[src/rtl/vga_timing_pkg.sv]
// Shared VGA mode descriptions and helpers for the raster timing generator.
package vga_timing_pkg;

  // Timing of one raster axis, in pixels (horizontal) or lines (vertical)
  typedef struct packed {
    int unsigned active;
    int unsigned fp;
    int unsigned sync;
    int unsigned bp;
    logic        active_high;
  } vga_axis_t;

  // Complete video mode: both axes plus the nominal pixel rate
  typedef struct packed {
    vga_axis_t   h;
    vga_axis_t   v;
    int unsigned pixel_khz;
  } vga_mode_t;

  localparam vga_mode_t MODE_640x480_60 = '{
    h: '{active: 640, fp: 16, sync: 96, bp: 48, active_high: 1'b0},
    v: '{active: 480, fp: 10, sync: 2, bp: 33, active_high: 1'b0},
    pixel_khz: 25000
  };

  localparam vga_mode_t MODE_800x600_60 = '{
    h: '{active: 800, fp: 40, sync: 128, bp: 88, active_high: 1'b1},
    v: '{active: 600, fp: 1, sync: 4, bp: 23, active_high: 1'b1},
    pixel_khz: 40000
  };

  // Period of one axis (line length or frame height)
  function automatic int unsigned total(input vga_axis_t axis);
    return axis.active + axis.fp + axis.sync + axis.bp;
  endfunction

endpackage

[src/rtl/vga_axis_counter.sv]
// One raster axis: position counter with wrap flag and registered sync decode.
module vga_axis_counter
  import vga_timing_pkg::*;
#(
  parameter vga_axis_t   AXIS = MODE_640x480_60.h,
  parameter int unsigned CW   = 14
) (
  input  logic          clk_in,
  input  logic          rst,
  input  logic          restart,
  input  logic          advance,
  output logic [CW-1:0] pos,
  output logic          wrap_c,
  output logic          sync,
  output logic          active_nxt_c
);

  localparam int unsigned TOTAL      = total(AXIS);
  localparam int unsigned SYNC_START = AXIS.active + AXIS.fp;
  localparam int unsigned SYNC_END   = SYNC_START + AXIS.sync;
  localparam logic        SYNC_ON    = AXIS.active_high;

  logic [CW-1:0] pos_nxt;
  logic          sync_nxt;

  // Next position and decodes of it, so registered outputs track pos
  always_comb begin
    wrap_c  = advance && (pos == CW'(TOTAL - 1));
    pos_nxt = pos;
    if (advance) begin
      pos_nxt = wrap_c ? '0 : pos + CW'(1);
    end
    sync_nxt     = ((pos_nxt >= CW'(SYNC_START)) && (pos_nxt < CW'(SYNC_END))) ? SYNC_ON : ~SYNC_ON;
    active_nxt_c = (pos_nxt < CW'(AXIS.active));
  end

  // Position and sync registers; restart behaves like reset
  always_ff @(posedge clk_in or posedge rst) begin
    if (rst) begin
      pos  <= '0;
      sync <= ~SYNC_ON;
    end else if (restart) begin
      pos  <= '0;
      sync <= ~SYNC_ON;
    end else begin
      pos  <= pos_nxt;
      sync <= sync_nxt;
    end
  end

endmodule

[src/rtl/vga_timing_gen.sv]
// VGA raster timing generator on a single clock with an internal pixel enable.
module vga_timing_gen
  import vga_timing_pkg::*;
#(
  parameter int unsigned H_ACTIVE       = MODE_640x480_60.h.active,
  parameter int unsigned H_FP           = MODE_640x480_60.h.fp,
  parameter int unsigned H_SYNC         = MODE_640x480_60.h.sync,
  parameter int unsigned H_BP           = MODE_640x480_60.h.bp,
  parameter int unsigned V_ACTIVE       = MODE_640x480_60.v.active,
  parameter int unsigned V_FP           = MODE_640x480_60.v.fp,
  parameter int unsigned V_SYNC         = MODE_640x480_60.v.sync,
  parameter int unsigned V_BP           = MODE_640x480_60.v.bp,
  parameter bit          HS_ACTIVE_HIGH = MODE_640x480_60.h.active_high,
  parameter bit          VS_ACTIVE_HIGH = MODE_640x480_60.v.active_high,
  parameter int unsigned CLK_DIV        = 4,
  parameter int unsigned CW             = 14
) (
  input  logic          clk_in,
  input  logic          rst,
  input  logic          restart,
  output logic          px_ce,
  output logic [CW-1:0] hpos,
  output logic [CW-1:0] vpos,
  output logic          hsync,
  output logic          vsync,
  output logic          de,
  output logic          line_start,
  output logic          frame_start
);

  localparam vga_axis_t H_AXIS = '{active: H_ACTIVE, fp: H_FP, sync: H_SYNC, bp: H_BP,
                                   active_high: HS_ACTIVE_HIGH};
  localparam vga_axis_t V_AXIS = '{active: V_ACTIVE, fp: V_FP, sync: V_SYNC, bp: V_BP,
                                   active_high: VS_ACTIVE_HIGH};
  localparam int unsigned DW = (CLK_DIV > 1) ? $clog2(CLK_DIV) : 1;

  logic [DW-1:0] div_cnt;
  logic          div_last_c;
  logic          h_wrap_c;
  logic          v_wrap_c;
  logic          h_active_c;
  logic          v_active_c;

  assign div_last_c = (div_cnt == DW'(CLK_DIV - 1));

  // Pixel-rate divider; px_ce follows the terminal count by one cycle
  always_ff @(posedge clk_in or posedge rst) begin
    if (rst) begin
      div_cnt <= '0;
      px_ce   <= 1'b0;
    end else if (restart) begin
      div_cnt <= '0;
      px_ce   <= 1'b0;
    end else begin
      div_cnt <= div_last_c ? '0 : div_cnt + DW'(1);
      px_ce   <= div_last_c;
    end
  end

  vga_axis_counter #(
    .AXIS (H_AXIS),
    .CW   (CW)
  ) u_h_axis (
    .clk_in       (clk_in),
    .rst          (rst),
    .restart      (restart),
    .advance      (px_ce),
    .pos          (hpos),
    .wrap_c       (h_wrap_c),
    .sync         (hsync),
    .active_nxt_c (h_active_c)
  );

  vga_axis_counter #(
    .AXIS (V_AXIS),
    .CW   (CW)
  ) u_v_axis (
    .clk_in       (clk_in),
    .rst          (rst),
    .restart      (restart),
    .advance      (h_wrap_c),
    .pos          (vpos),
    .wrap_c       (v_wrap_c),
    .sync         (vsync),
    .active_nxt_c (v_active_c)
  );

  // Data enable and wrap strobes, registered alongside the new position
  always_ff @(posedge clk_in or posedge rst) begin
    if (rst) begin
      de          <= 1'b1;
      line_start  <= 1'b0;
      frame_start <= 1'b0;
    end else if (restart) begin
      de          <= 1'b1;
      line_start  <= 1'b0;
      frame_start <= 1'b0;
    end else begin
      de          <= h_active_c && v_active_c;
      line_start  <= h_wrap_c;
      frame_start <= v_wrap_c;
    end
  end

endmodule

[config.mk]
export PLATFORM = sky130hd
export DESIGN_NAME = vga_timing_gen
export DESIGN_NICKNAME = d
export VERILOG_FILES = /design/src/rtl/vga_timing_pkg.sv /design/src/rtl/vga_axis_counter.sv /design/src/rtl/vga_timing_gen.sv
export SDC_FILE = /design/constraint.sdc
export NUM_CORES = 1
export LEC_CHECK = 0
export BUFFER_PORTS_ARGS = -buffer_cell sky130_fd_sc_hd__buf_2
export CORE_MARGIN = 1.5
export CORE_UTILIZATION = 36
export DETAILED_ROUTE_END_ITERATION = 7
export GPL_TIMING_DRIVEN = 1
export PLACE_DENSITY = 0.55
export SYNTH_ARGS = -nofsm -noshare
export SYNTH_HDL_FRONTEND = slang
export SYNTH_SLANG_ARGS = --single-unit
[constraint.sdc]
create_clock -name clk_in -period 5.6 [get_ports clk_in]
set_clock_uncertainty 0.2 [all_clocks]
set_input_delay 1.12 -clock clk_in [delete_from_list [all_inputs] [get_ports clk_in]]
set_output_delay 1.12 -clock clk_in [all_outputs]
set_load 0.005 [all_outputs]
==> metrics.csv <==
metric;value;unit
die_w;81.3;µm
p_leak;1.06;nW
max-slew-margin-rel;51.4;%
synth_nets;260;
yosysMostFrequentCell;dfrtp_1;
grt_max_degree;37;
setup_viol;0;
synth_edf_count;0;
grt_pass1_vias;1845;
cts_inserted_buffers;5;
grt-ovfl-total;0;
cts_resized;0;
fill_cells;591;
fmax;323;MHz
final-max-slew-violation-count;0;
clk_pin_slew;0.07;ns
postCtsSetupBuffers;0;
synthTopCellsByArea;dfrtp_1 (37%), nor2_1 (5.1%), nand4_1 (4.2%);
drc_errors;0;
cts_tree;yes;
endpoint_kind;register;
viasPerCell;5.42;
cp-start-kind;register;
tightest_slew;0.722;ns
required;5.59;ns
ios;37;
drt_first_pass_iters;4;
htreeDepth;2;
post_drt_wl_per_cell;14.7;µm
cp.arrival;3.08;ns
syn_avg_cell_area;8.73;µm²
cts_buffer_depth;2;
syn_to_final_growth;12.4;%
rows;28;
ys_seq_area_share;40.9;%
worstSetupPathType;reg2reg;
async_flop_share;100;%
max_stage_delay;0.68;ns
ir_drop;0.0901;mV
synth_top_family_by_area;simple AND/OR/NAND/NOR gates;
p_sw;0.103;mW
finalHoldViolCount;0;
synth_compound_area_share;12.4;%
fp.dieH;81.3;µm
p_clk_share;40.6;%
setup_tns;0;ns
hp-class;reg2reg;
ctsHoldBuffers;0;
rsz0062_at_grt;no;
internal_power;0.366;mW
core-area;0.00592;mm²
antenna_found_initial;0;
power_density;189;mW/mm²
drt_first_iter_violations;132;
drive_gt1_share;20.0;%
pwr-share-comb;3.1;%
cap_violations;0;
synthXorXnorAreaFrac;5.95;%
hold_slack;0.243;ns
cpMaxStageDelayCell;nor4_1;
synthSimpleGateAreaFrac;31.5;%
grt_pass1_wl;8790;µm
clk_latency;0.29;ns
start_util;37.3;%
detail-route-antenna-nets;0;
cts_sinks;36;
synth_common_cells;dfrtp_1 (33), nor2_1 (30), nand2_1 (20), nand4_1 (15), nor3_1 (14);
yosysTopAreaCellShare;37.4;%
worstPathMaxFanout;11;
path_cells;nor4_1, nand4_1, o31ai_1, a211o_2, nor3_1, o41ai_2;
cts_root_buf;clkbuf_8;
die_area;0.00662;mm²
synthFlopType;dfrtp_1;
yosysWarnings;0;
port_buffers;36;
vias;1924;
hpwl;3770;µm
synthAdderAreaFrac;2.27;%
sequentialPowerShare;56.3;%
synth_cell_types;56;
antennaDiodeCount;0;
yosys.area.top_type;dfrtp_1;
swShare;21.9;%
nets;286;
wl;5220;µm
post-route-period-util;55.2;%
track_usage;17.5;%
status;finished clean;
syn_inst;253;
synth_area;0.00221;mm²
place_congestion;0.871;
layout_min_cycle_time;3.09;ns
synth_seq_cells;36;
synthMuxAreaShare;0.963;%
==> cells in the final DEF, fill, tap and decap left out, types with 3 or more instances in the layout <==
cell type,Yosys,layout
buf_2,1,36
dfrtp_1,33,33
nor2_1,30,30
nand2_1,20,20
nand4_1,15,15
nor3_1,14,14
a21oi_1,13,13
nand3_1,9,9
inv_1,9,9
o21ai_0,9,9
xnor2_1,9,9
xor2_1,6,6
clkbuf_8,1,6
and3_1,5,5
nor4_1,4,4
and4_1,4,4
nand2b_1,4,4
ha_1,4,4
nor3b_1,3,3
nor2b_1,3,3
dfstp_2,3,3
==> state kept, by name (all words and copies together), names as in the netlist <==
name           cells
de                 1
div_cnt            2
frame_start        1
line_start         1
px_ce              1
u_h_axis.pos      14
u_h_axis.sync      1
u_v_axis.pos      14
u_v_axis.sync      1
==> power by group through the flow <==
| stage | combinational, mW | clock (mW) | sequential [mW] |
|---|---|---|---|
| 2_1_floorplan | 0.0114 | 0 | 0.268 |
| 3_3_place_gp | 0.0155 | 0 | 0.269 |
| 3_5_place_dp | 0.0155 | 0 | 0.269 |
| 4_1_cts | 0.0156 | 0.199 | 0.264 |
| 5_1_grt | 0.0174 | 0.211 | 0.264 |
| 6_report | 0.0147 | 0.191 | 0.264 |
==> routing by layer <==
metal	vias up	global-route usage, %	part of all wire, %
met5	-	0	0
met4	0	6.72	1.7
met3	7	3.60	3.5
met2	38	29.3	48
met1	920	21.9	47
li1	959	-	-
==> cells by family (layout without fill, tap and decap cells) <==
| group | Yosys count | after routing |
|---|---|---|
| compound gates | 41 | 41 |
| mux | 2 | 2 |
| xor+xnor | 15 | 15 |
| simple gates | 128 | 128 |
| fa+ha+maj | 4 | 4 |
| buf+inv | 27 | 54 |
| flops | 36 | 36 |
==> worst max-delay path: cells and delay by family (launching register included) <==
family / cells / cell delay [ns]
AND/OR/NAND/NOR: 3 / 1.36
AO/OA/AOI/OAI: 3 / 0.99
flip-flops: 1 / 0.45
==> path summary, 6_finish.rpt <==
check	startpoint	to	slack [ns]	cells after the start
max	u_h_axis.pos[10]	de	2.51	6
min	div_cnt[0]	div_cnt[0]	0.24	1
max reg2reg	u_h_axis.pos[10]	de	2.51	6
min reg2reg	div_cnt[0]	div_cnt[0]	0.24	1
max in group asynchronous	rst	de	4.12	3
min in group asynchronous	rst	u_v_axis.pos[3]	0.72	3
==> area by class of cell <==
cell class / instances / area, µm² / area share, %
clock buffer: 8 / 90.1 / 3.63
timing repair buffer: 37 / 188 / 7.56
inverter: 9 / 33.8 / 1.36
tap: 75 / 93.8 / 3.78
sequential: 36 / 905 / 36.4
multi-input combinational: 190 / 1170 / 47.3
==> through the flow <==
step           area, µm²  power [mW]  instances  utilization (%)  setup WS, ns
2_1_floorplan       2210       0.280        253                -          3.01
3_3_place_gp        2390       0.284        347             40.4          2.66
4_1_cts             2480       0.479        355             41.9          2.46
6_report            2480       0.469        355             41.9          2.51
3_5_place_dp        2390       0.284        347             40.4          2.52
5_1_grt             2480       0.493        355             41.9          2.14
(Power assumes the default switching activity.)
